**src/rtl/ss_scan_decoder.sv**
```systemverilog
// ss_scan_decoder: rebuilds the 8-digit hex value from a multiplexed seven-segment scan.
// Ports: CLK100MHZ/rst (async, high); AN/CA..CG/DP scan inputs (active low);
//   digits/blank/dp published frame, frame_valid pulse, seg_err sticky, scan_lost level.
//   Optional macro SS_DP_CAPTURE_EN: DP joins the stability compare and is captured into dp.
module ss_scan_decoder #(
   parameter int STABLE_CYCLES  = 16,
   parameter int TIMEOUT_CYCLES = 1000000
) (
   input  logic        CLK100MHZ,
   input  logic        rst,
   input  logic [7:0]  AN,
   input  logic        CA,
   input  logic        CB,
   input  logic        CC,
   input  logic        CD,
   input  logic        CE,
   input  logic        CF,
   input  logic        CG,
   input  logic        DP,
   output logic [31:0] digits,
   output logic [7:0]  blank,
   output logic [7:0]  dp,
   output logic        frame_valid,
   output logic        seg_err,
   output logic        scan_lost
);

   localparam int CW = $clog2(STABLE_CYCLES) + 1;
   localparam int WW = $clog2(TIMEOUT_CYCLES) + 1;
   localparam logic [CW-1:0] CNT_MAX = CW'(STABLE_CYCLES);
   localparam logic [WW-1:0] WD_MAX  = WW'(TIMEOUT_CYCLES);

`ifdef SS_DP_CAPTURE_EN
   localparam int SW = 16;
`else
   localparam int SW = 15;
`endif

   typedef enum logic [1:0] {
      IDLE,
      SETTLE,
      HOLD
   } state_t;

   // registered sample and its predecessor
   logic [SW-1:0] s_d, s_q, sp_q;

`ifdef SS_DP_CAPTURE_EN
   assign s_d = {AN, CG, CF, CE, CD, CC, CB, CA, DP};
`else
   // DP stays on the port but takes no part in decoding
   logic unused_dp;
   assign unused_dp = DP;
   assign s_d = {AN, CG, CF, CE, CD, CC, CB, CA};
`endif

   logic [7:0] an_s;
   logic [6:0] seg_s;
   logic       same;

   assign an_s  = s_q[SW-1 -: 8];
   assign seg_s = ~s_q[SW-9 -: 7];
   assign same  = (s_q == sp_q);

   // slot index from a single low anode
   logic       slot_ok;
   logic [2:0] idx;

   always_comb begin
      slot_ok = 1'b1;
      idx     = 3'd0;
      case (an_s)
         8'b1111_1110: idx = 3'd0;
         8'b1111_1101: idx = 3'd1;
         8'b1111_1011: idx = 3'd2;
         8'b1111_0111: idx = 3'd3;
         8'b1110_1111: idx = 3'd4;
         8'b1101_1111: idx = 3'd5;
         8'b1011_1111: idx = 3'd6;
         8'b0111_1111: idx = 3'd7;
         default:      slot_ok = 1'b0;
      endcase
   end

   // segment pattern (gfedcba, active high) to hex value
   logic       seg_ok;
   logic       seg_blank;
   logic [3:0] seg_val;

   always_comb begin
      seg_ok    = 1'b1;
      seg_blank = 1'b0;
      seg_val   = 4'h0;
      case (seg_s)
         7'h3F: seg_val = 4'h0;
         7'h06: seg_val = 4'h1;
         7'h5B: seg_val = 4'h2;
         7'h4F: seg_val = 4'h3;
         7'h66: seg_val = 4'h4;
         7'h6D: seg_val = 4'h5;
         7'h7D: seg_val = 4'h6;
         7'h07: seg_val = 4'h7;
         7'h7F: seg_val = 4'h8;
         7'h6F: seg_val = 4'h9;
         7'h77: seg_val = 4'hA;
         7'h7C: seg_val = 4'hB;
         7'h39: seg_val = 4'hC;
         7'h5E: seg_val = 4'hD;
         7'h79: seg_val = 4'hE;
         7'h71: seg_val = 4'hF;
         7'h00: seg_blank = 1'b1;
         default: seg_ok = 1'b0;
      endcase
   end

   // FSM
   state_t        state_d, state_q;
   logic [CW-1:0] cnt_d, cnt_q;
   logic          accept;

   always_comb begin
      state_d = state_q;
      cnt_d   = cnt_q;
      accept  = 1'b0;
      case (state_q)
         IDLE: begin
            if (slot_ok) begin
               state_d = SETTLE;
               cnt_d   = CW'(1);
            end
         end
         SETTLE: begin
            if (!slot_ok) begin
               state_d = IDLE;
               cnt_d   = '0;
            end else if (same) begin
               cnt_d = cnt_q + 1'b1;
            end else begin
               cnt_d = CW'(1);
            end
         end
         HOLD: begin
            if (!same) begin
               if (slot_ok) begin
                  state_d = SETTLE;
                  cnt_d   = CW'(1);
               end else begin
                  state_d = IDLE;
                  cnt_d   = '0;
               end
            end
         end
         default: begin
            state_d = IDLE;
            cnt_d   = '0;
         end
      endcase
      // accept fires on the cycle the count reaches the threshold
      if (state_d == SETTLE && cnt_d >= CNT_MAX) begin
         accept  = 1'b1;
         state_d = HOLD;
      end
   end

   // shadow frame, seen mask, published outputs, watchdog
   logic [31:0]   shadow_d, shadow_q;
   logic [7:0]    sblank_d, sblank_q;
   logic [7:0]    seen_d, seen_q;
   logic [31:0]   digits_d, digits_q;
   logic [7:0]    blank_d, blank_q;
   logic          fv_d, fv_q;
   logic          err_d, err_q;
   logic [WW-1:0] wd_d, wd_q;
`ifdef SS_DP_CAPTURE_EN
   logic [7:0]    sdp_d, sdp_q;
   logic [7:0]    dp_d, dp_q;
`endif

   always_comb begin
      shadow_d = shadow_q;
      sblank_d = sblank_q;
      seen_d   = seen_q;
      digits_d = digits_q;
      blank_d  = blank_q;
      fv_d     = 1'b0;
      err_d    = err_q;
      wd_d     = wd_q;
`ifdef SS_DP_CAPTURE_EN
      sdp_d    = sdp_q;
      dp_d     = dp_q;
`endif
      if (wd_q != WD_MAX)
         wd_d = wd_q + 1'b1;
      // publish the pre-accept shadow; a same-cycle accept lands in the new frame
      if (seen_q == 8'hFF) begin
         digits_d = shadow_q;
         blank_d  = sblank_q;
         fv_d     = 1'b1;
         seen_d   = 8'h00;
`ifdef SS_DP_CAPTURE_EN
         dp_d     = sdp_q;
`endif
      end
      if (accept) begin
         wd_d = '0;
         if (seg_ok) begin
            shadow_d[{idx, 2'b00} +: 4] = seg_val;
            sblank_d[idx]              = seg_blank;
            seen_d[idx]                = 1'b1;
`ifdef SS_DP_CAPTURE_EN
            sdp_d[idx]                 = ~s_q[0];
`endif
         end else begin
            err_d = 1'b1;
         end
      end
   end

   always_ff @(posedge CLK100MHZ or posedge rst) begin
      if (rst) begin
         s_q      <= '0;
         sp_q     <= '0;
         state_q  <= IDLE;
         cnt_q    <= '0;
         shadow_q <= '0;
         sblank_q <= 8'hFF;
         seen_q   <= '0;
         digits_q <= '0;
         blank_q  <= 8'hFF;
         fv_q     <= 1'b0;
         err_q    <= 1'b0;
         wd_q     <= '0;
      end else begin
         s_q      <= s_d;
         sp_q     <= s_q;
         state_q  <= state_d;
         cnt_q    <= cnt_d;
         shadow_q <= shadow_d;
         sblank_q <= sblank_d;
         seen_q   <= seen_d;
         digits_q <= digits_d;
         blank_q  <= blank_d;
         fv_q     <= fv_d;
         err_q    <= err_d;
         wd_q     <= wd_d;
      end
   end

`ifdef SS_DP_CAPTURE_EN
   always_ff @(posedge CLK100MHZ or posedge rst) begin
      if (rst) begin
         sdp_q <= '0;
         dp_q  <= '0;
      end else begin
         sdp_q <= sdp_d;
         dp_q  <= dp_d;
      end
   end
   assign dp = dp_q;
`else
   assign dp = 8'h00;
`endif

   assign digits      = digits_q;
   assign blank       = blank_q;
   assign frame_valid = fv_q;
   assign seg_err     = err_q;
   assign scan_lost   = (wd_q == WD_MAX);

endmodule

```
**config.mk**
```make
export PLATFORM = sky130hd
export DESIGN_NAME = ss_scan_decoder
export DESIGN_NICKNAME = d
export VERILOG_FILES = /design/src/rtl/ss_scan_decoder.sv
export SDC_FILE = /design/constraint.sdc
export NUM_CORES = 1
export LEC_CHECK = 0
export ABC_AREA = 1
export CAP_MARGIN = 20
export CORE_MARGIN = 3
export CORE_UTILIZATION = 45
export CTS_CLUSTER_DIAMETER = 120
export DETAILED_ROUTE_END_ITERATION = 12
export PLACE_DENSITY = 0.65
export SETUP_SLACK_MARGIN = 0.2
export SLEW_MARGIN = 25
export SYNTH_ARGS = -nofsm -noshare
export SYNTH_HDL_FRONTEND = slang
export SYNTH_SLANG_ARGS = --single-unit
```
**constraint.sdc**
```tcl
create_clock -name CLK100MHZ -period 4.95 [get_ports CLK100MHZ]
set_input_delay 0.495 -clock CLK100MHZ [delete_from_list [all_inputs] [get_ports CLK100MHZ]]
set_output_delay 0.495 -clock CLK100MHZ [all_outputs]
set_load 0.01 [all_outputs]
```
# Word level (Yosys, flattened, before mapping)
# Cells that the tools add are included.
# Widths: inputs -> output; s select.
op_classes:
  add_sub_neg: 3
  n_eq_ne: 31
  n_lt_le_gt_ge: 3
  shift: 2
  n_reduce_logical: 9
  n_mux: 28
  n_bitwise: 3
op_table:
  columns: ["operator", "count"]
  rows:
  - ["$eq 7x7->1 const B", 12]
  - ["$eq 8x8->1 const B", 8]
  - ["$pmux 4 s15", 1]
  - ["$mux 21", 2]
  - ["$bwmux 32", 1]
  - ["$shift 4x7->32 const A", 1]
  - ["$shiftx 4x7->32", 1]
  - ["$mux 8", 3]
  - ["$add 21x1->21 const B", 1]
  - ["$eq 21x20->1 const B", 1]
  - ["$ne 21x20->1 const B", 1]
  - ["$pmux 3 s7", 1]
  - ["$mux 5", 4]
  - ["$reduce_or 17->1", 1]
  - ["$eq 15x15->1", 1]
  - ["$pmux 5 s3", 1]
  - ["$eq 7x3->1 const B", 2]
  - ["$eq 7x6->1 const B", 2]
  - ["$bwmux 8", 1]
  - ["$eq 8x7->1 const B", 1]
  - ["$mux 1", 8]
  - ["$mux 2", 4]
  - ["$or 8x8->8", 1]
  - ["$reduce_or 8->1", 1]
  - ["other kinds (16)", 19]
totals:
  reg_bits: 148
  in_bits: 18
  out_inout_bits: 51
  word_cells: 91

# Longest topological paths before layout
logic_depth:
  ltp_word: 10
  ltp_mapped: 17
  mapped_depth_nobuf: 16

# Worst setup path after synthesis
# OpenSTA, ideal clock, no wires.
synth_path:
  path_type: "reg-to-reg"
  from: "reg s_q[12]"
  to: "reg shadow_q[16]"
  synth_period_minus_slack_ns: 2.557
  stages_incl_launch_ff: 16
  t_required_ns: 4.885
  setup_ns: 0.065
  path_buffers: 2
  slack_ns: 2.393
  arrival_time_ns: 2.492
  cell_sequence: "dfrtp_1 nand2_1 inv_1 nand3_1 nand2_1 nor2_1 buf_2 ha_1 inv_1 clkbuf_1 nand4_1 nor2_2 inv_2 nor2_2 nand2_1 nand2_1"
synth_via:
  elab_chain_cells: 10
  elab_cells_between_ends: 32
  cone_classes: "1 x add/sub; 1 x order compare; 10 x eq/ne; 2 x shift; 15 x mux; 3 x reduce/logical"
synth_rtl:
  columns: ["element", "line", "rtl"]
  rows:
  - ["start, declared", "46", "logic [SW-1:0] s_d, s_q, sp_q;"]
  - ["start signal, assigned", "221", "s_q <= '0;"]
  - ["start signal, assigned", "234", "s_q <= s_d;"]
  - ["$eq 8x7->1 / $eq 8x8->1 (equally long branches)", "72", "case (an_s)"]
  - ["$reduce_or 8->1 (no source line)", null, null]
  - ["$mux 1", "72", null]
  - ["$mux 1", "144", "if (slot_ok) begin"]
  - ["$mux 5 / $mux 2 (equally long branches)", "143", "if (!same) begin"]
  - ["$pmux 5 s3 / $pmux 2 s3 (equally long branches)", "125", "case (state_q)"]
  - ["$ge 5x5->1 / $eq 2x1->1 (equally long branches)", "159", "if (state_d == SETTLE && cnt_d >= CNT_MAX) begin"]
  - ["$logic_and 1x1->1", "159", null]
  - ["$mux 1", "159", null]
  - ["$reduce_and 2->1 (no source line)", null, null]
  - ["end signal, assigned", "238", "shadow_q <= shadow_d;"]
  - ["end, declared", "166", "logic [31:0] shadow_d, shadow_q;"]
# Several ways; a longest one is shown, not always the timed one.
# A chain may end at the register's enable or synchronous reset.

# Worst setup path after layout
layout_path:
  from: "reg s_q[14]"
  to: "reg shadow_q[3]"
# Same word-level chain as after synthesis.

==> metrics.md <==
| Metric | Value |
|---|---|
| Worst-Skew Late Latency | `420 ps` |
| Complex-gate fraction of the synthesized area | `1.56%` |
| Ys async rst share | `100%` |
| # diodes | `0` |
| RSZ-0062 raised after global routing | `false` |
| CTS clk-pin slew, worst paths | `60 ps` |
| Sequential Power Share | `46.5%` |
| Area Growth Syn to Fin | `18.4%` |
| Clk sinks | `148` |
| Die height | `133 um` |
| Crit path arrival time | `3520 ps` |
| Mapped Area | `7310 sq um` |
| Main combinational cell family by area after synthesis | `simple AND/OR/NAND/NOR gates` |
| Peak fanout along the critical path | `16` |
| Final #Nets | `1031` |
| Combinational share of power | `4.2%` |
| Internal | `2.10 mW` |
| Antenna Nets Post-Route | `0` |
| Worst Max-Slew Pin Slew | `664 ps` |
| CP Launch Type | `flop` |
| Max H-tree Level | `4` |
| DRC | `0` |
| EDFF count, synth | `0` |
| Critical-path cell list | `nand2_2, nor2_4, nand3_1, nand2_1, nor2_1, buf_4, ha_1, ha_1, inv_1, nand3_1, nor2_1, nand3_1, nor2_1, nand2_1, nand2_1` |
| Synth Instances | `948` |
| WL per Instance | `12.3 um` |
| Fin. max-slew vios | `0` |
| Slowest CP cell | `dfrtp_1` |
| Vias | `5868` |
| Synth unique cells | `32` |
| Fraction of layout cells with a size suffix above 1 | `8.73%` |
| Final setup TNS | `0 ps` |
| Max frequency | `316 MHz` |
| Post-Synth XOR/XNOR Area | `1.80%` |
| # port buffers | `59` |
| 1st-pass router iterations | `5` |
| Worst hold path class | `flop to flop` |
| Post-synthesis mux area share | `0%` |
| Num CTS Buffers | `17` |
| Outcome | `finished, final reports clean` |
| Synth Flop Type | `dfrtp_1` |
| CTS resizes | `0` |
| Cts hold-fix bufs | `0` |
| Skew final | `10.1 ps` |
| Total net switching power | `573 uW` |
| Final Setup Violations | `0` |
| Hold Vio Cnt, Final | `0` |
| Slew Limit Headroom | `55.6%` |
| Family with the most delay on the worst path | `simple AND/OR/NAND/NOR gates` |
| Crit path capture type | `flop` |
| Syn_area_per_cell | `7.71 sq um` |
| Switching part of the total | `21.4%` |
| Crit path kind | `flop to flop` |
| Max_cap viols | `0` |
| Vias in the first global route | `5581` |
| Total power | `2.68 mW` |
| Seq/Total Area, Yosys | `51.0%` |
| CP bufs+invs | `2` |
| Worst-case clock buffer depth | `2` |
| Ys Warns | `0` |
| TritonCTS clock tree | `yes` |
| Pin count of the biggest net entering global routing | `74` |
| CP Data Required Time | `5310 ps` |
| Die width | `133 um` |
| Placeable Area | `15500 sq um` |
| Final period util | `63.9%` |
| Total die area | `17800 sq um` |
| Clock power share | `49.3%` |
| Post-CTS Setup Inserts | `0` |
| # IOs | `69` |
| Post-synthesis simple-gate area fraction | `37.9%` |
| Rows | `45` |
| Iter 0 DRT Violations | `401` |
| Gp weighted congestion | `0.899` |
| Adder-Cell Fraction of Synth Area | `1.03%` |
| Root Buffer | `clkbuf_16` |
| GRT overflow | `0` |
| Minimum clock period | `3170 ps` |
| Pwr per Cell Area | `309 nW/um^2` |
| Global-route wire length before repair | `26700 um` |
| DR vias/cell | `4.77` |
| Max IR drop VDD | `0.000276 V` |
| Lkg Pwr | `4.53 nW` |
| Gr usage total | `18.2%` |
| Critical Path Max Stage Delay | `470 ps` |
| Antenna violations before repair | `0` |
| Final HPWL DP | `10700 um` |
| Flops & latches, synth | `148` |
| Routed WL | `15100 um` |
| Initial Util | `47.0%` |
[power groups by stage]
| stage | clock network [mW] | registers (mW) | logic (mW) |
|---|---|---|---|
| after floorplan | 0 | 1.26 | 0.0870 |
| final | 1.32 | 1.24 | 0.113 |
| after global placement | 0 | 1.26 | 0.114 |
| after detailed placement | 0 | 1.27 | 0.115 |
| after global routing | 1.40 | 1.25 | 0.133 |
| after CTS | 1.35 | 1.24 | 0.116 |
[logic make-up after synthesis]
logic type | count (synthesis)
and+or+nand+nor | 647
other | 1
buffers and inverters | 110
adders and majority gates | 6
DFF | 148
xor gates and xnor gates | 15
AOI/OAI and AO/OA | 21
[flip-flops by register name, indices dropped and copies added (netlist names)]
| register | cells |
|---|---|
| sblank_q | 8 |
| sp_q | 15 |
| shadow_q | 32 |
| blank | 8 |
| digits | 32 |
| frame_valid | 1 |
| seg_err | 1 |
| seen_q | 8 |
| s_q | 15 |
| wd_q | 21 |
| state_q | 2 |
| cnt_q | 5 |
[cell type report]
type	count	area, sq um
Tap cell	211	264
Timing Repair Buffer	65	636
Sequential cell	148	3720
Clock buffer	22	444
Fill cell	1494	6890
Clock inverter	10	159
Inverter	78	298
Multi-Input combinational cell	697	3130
[synthesized netlist by cell type, drive strengths merged, types with 9 or more instances]
library cell | number | area (sq um)
nand2 | 392 | 1500
dfrtp | 132 | 3300
nor2 | 127 | 539
nand3 | 83 | 465
inv | 78 | 293
nor3 | 21 | 110
buf | 20 | 151
nand4 | 18 | 113
dfstp | 16 | 420
clkbuf | 12 | 45.0
o21ai | 11 | 55.1
xor2 | 9 | 78.8
[metal layers]
metal / vias up / track usage, % / routed length [um]
met1: 2674 / 27.0 / 7670
met5: - / 0 / 0
met4: 0 / 4.46 / 119
met3: 11 / 4.49 / 697
li1: 3074 / - / -
met2: 109 / 26.9 / 6640
[path summary, 6_finish.rpt]
path                                     to  slack [ps]  cells after the start     from
worst max-delay path            shadow_q[3]        1780                     15  s_q[14]
worst min-delay path                sp_q[8]         430                      0   s_q[8]
worst max register to register  shadow_q[3]        1780                     15  s_q[14]
worst min register to register      sp_q[8]         430                      0   s_q[8]
max in group asynchronous       sblank_q[3]        3420                      3      rst
min in group asynchronous         digits[8]         570                      2      rst
[metrics by stage]
stage                     utilization [%]  instances  hold WS, ps  cell area, sq um  setup slack (ps)
after global placement               51.8       1199          440              8050              1900
after global routing                 55.7       1231          463              8650              1460
after detailed placement             51.8       1199          437              8050              1810
final                                55.7       1231          435              8650              1780
after CTS                            55.7       1231          445              8650              1780
after floorplan                         -        955          349              7330               502
[placed cells by master (no fill, tap or decap), types with 9 or more instances in the layout]
| cell | count |
|---|---|
| dfstp_2 | 16 |
| nand4_1 | 18 |
| inv_2 | 9 |
| inv_1 | 68 |
| xor2_1 | 9 |
| nand3_2 | 10 |
| clkdlybuf4s50_1 | 59 |
| clkbuf_16 | 17 |
| dfrtp_1 | 132 |
| nor2_1 | 117 |
| nand2_1 | 383 |
| o21ai_0 | 11 |
| nor3_1 | 20 |
| nand3_1 | 73 |
No activity file was read; power rests on OpenSTA's default activity.
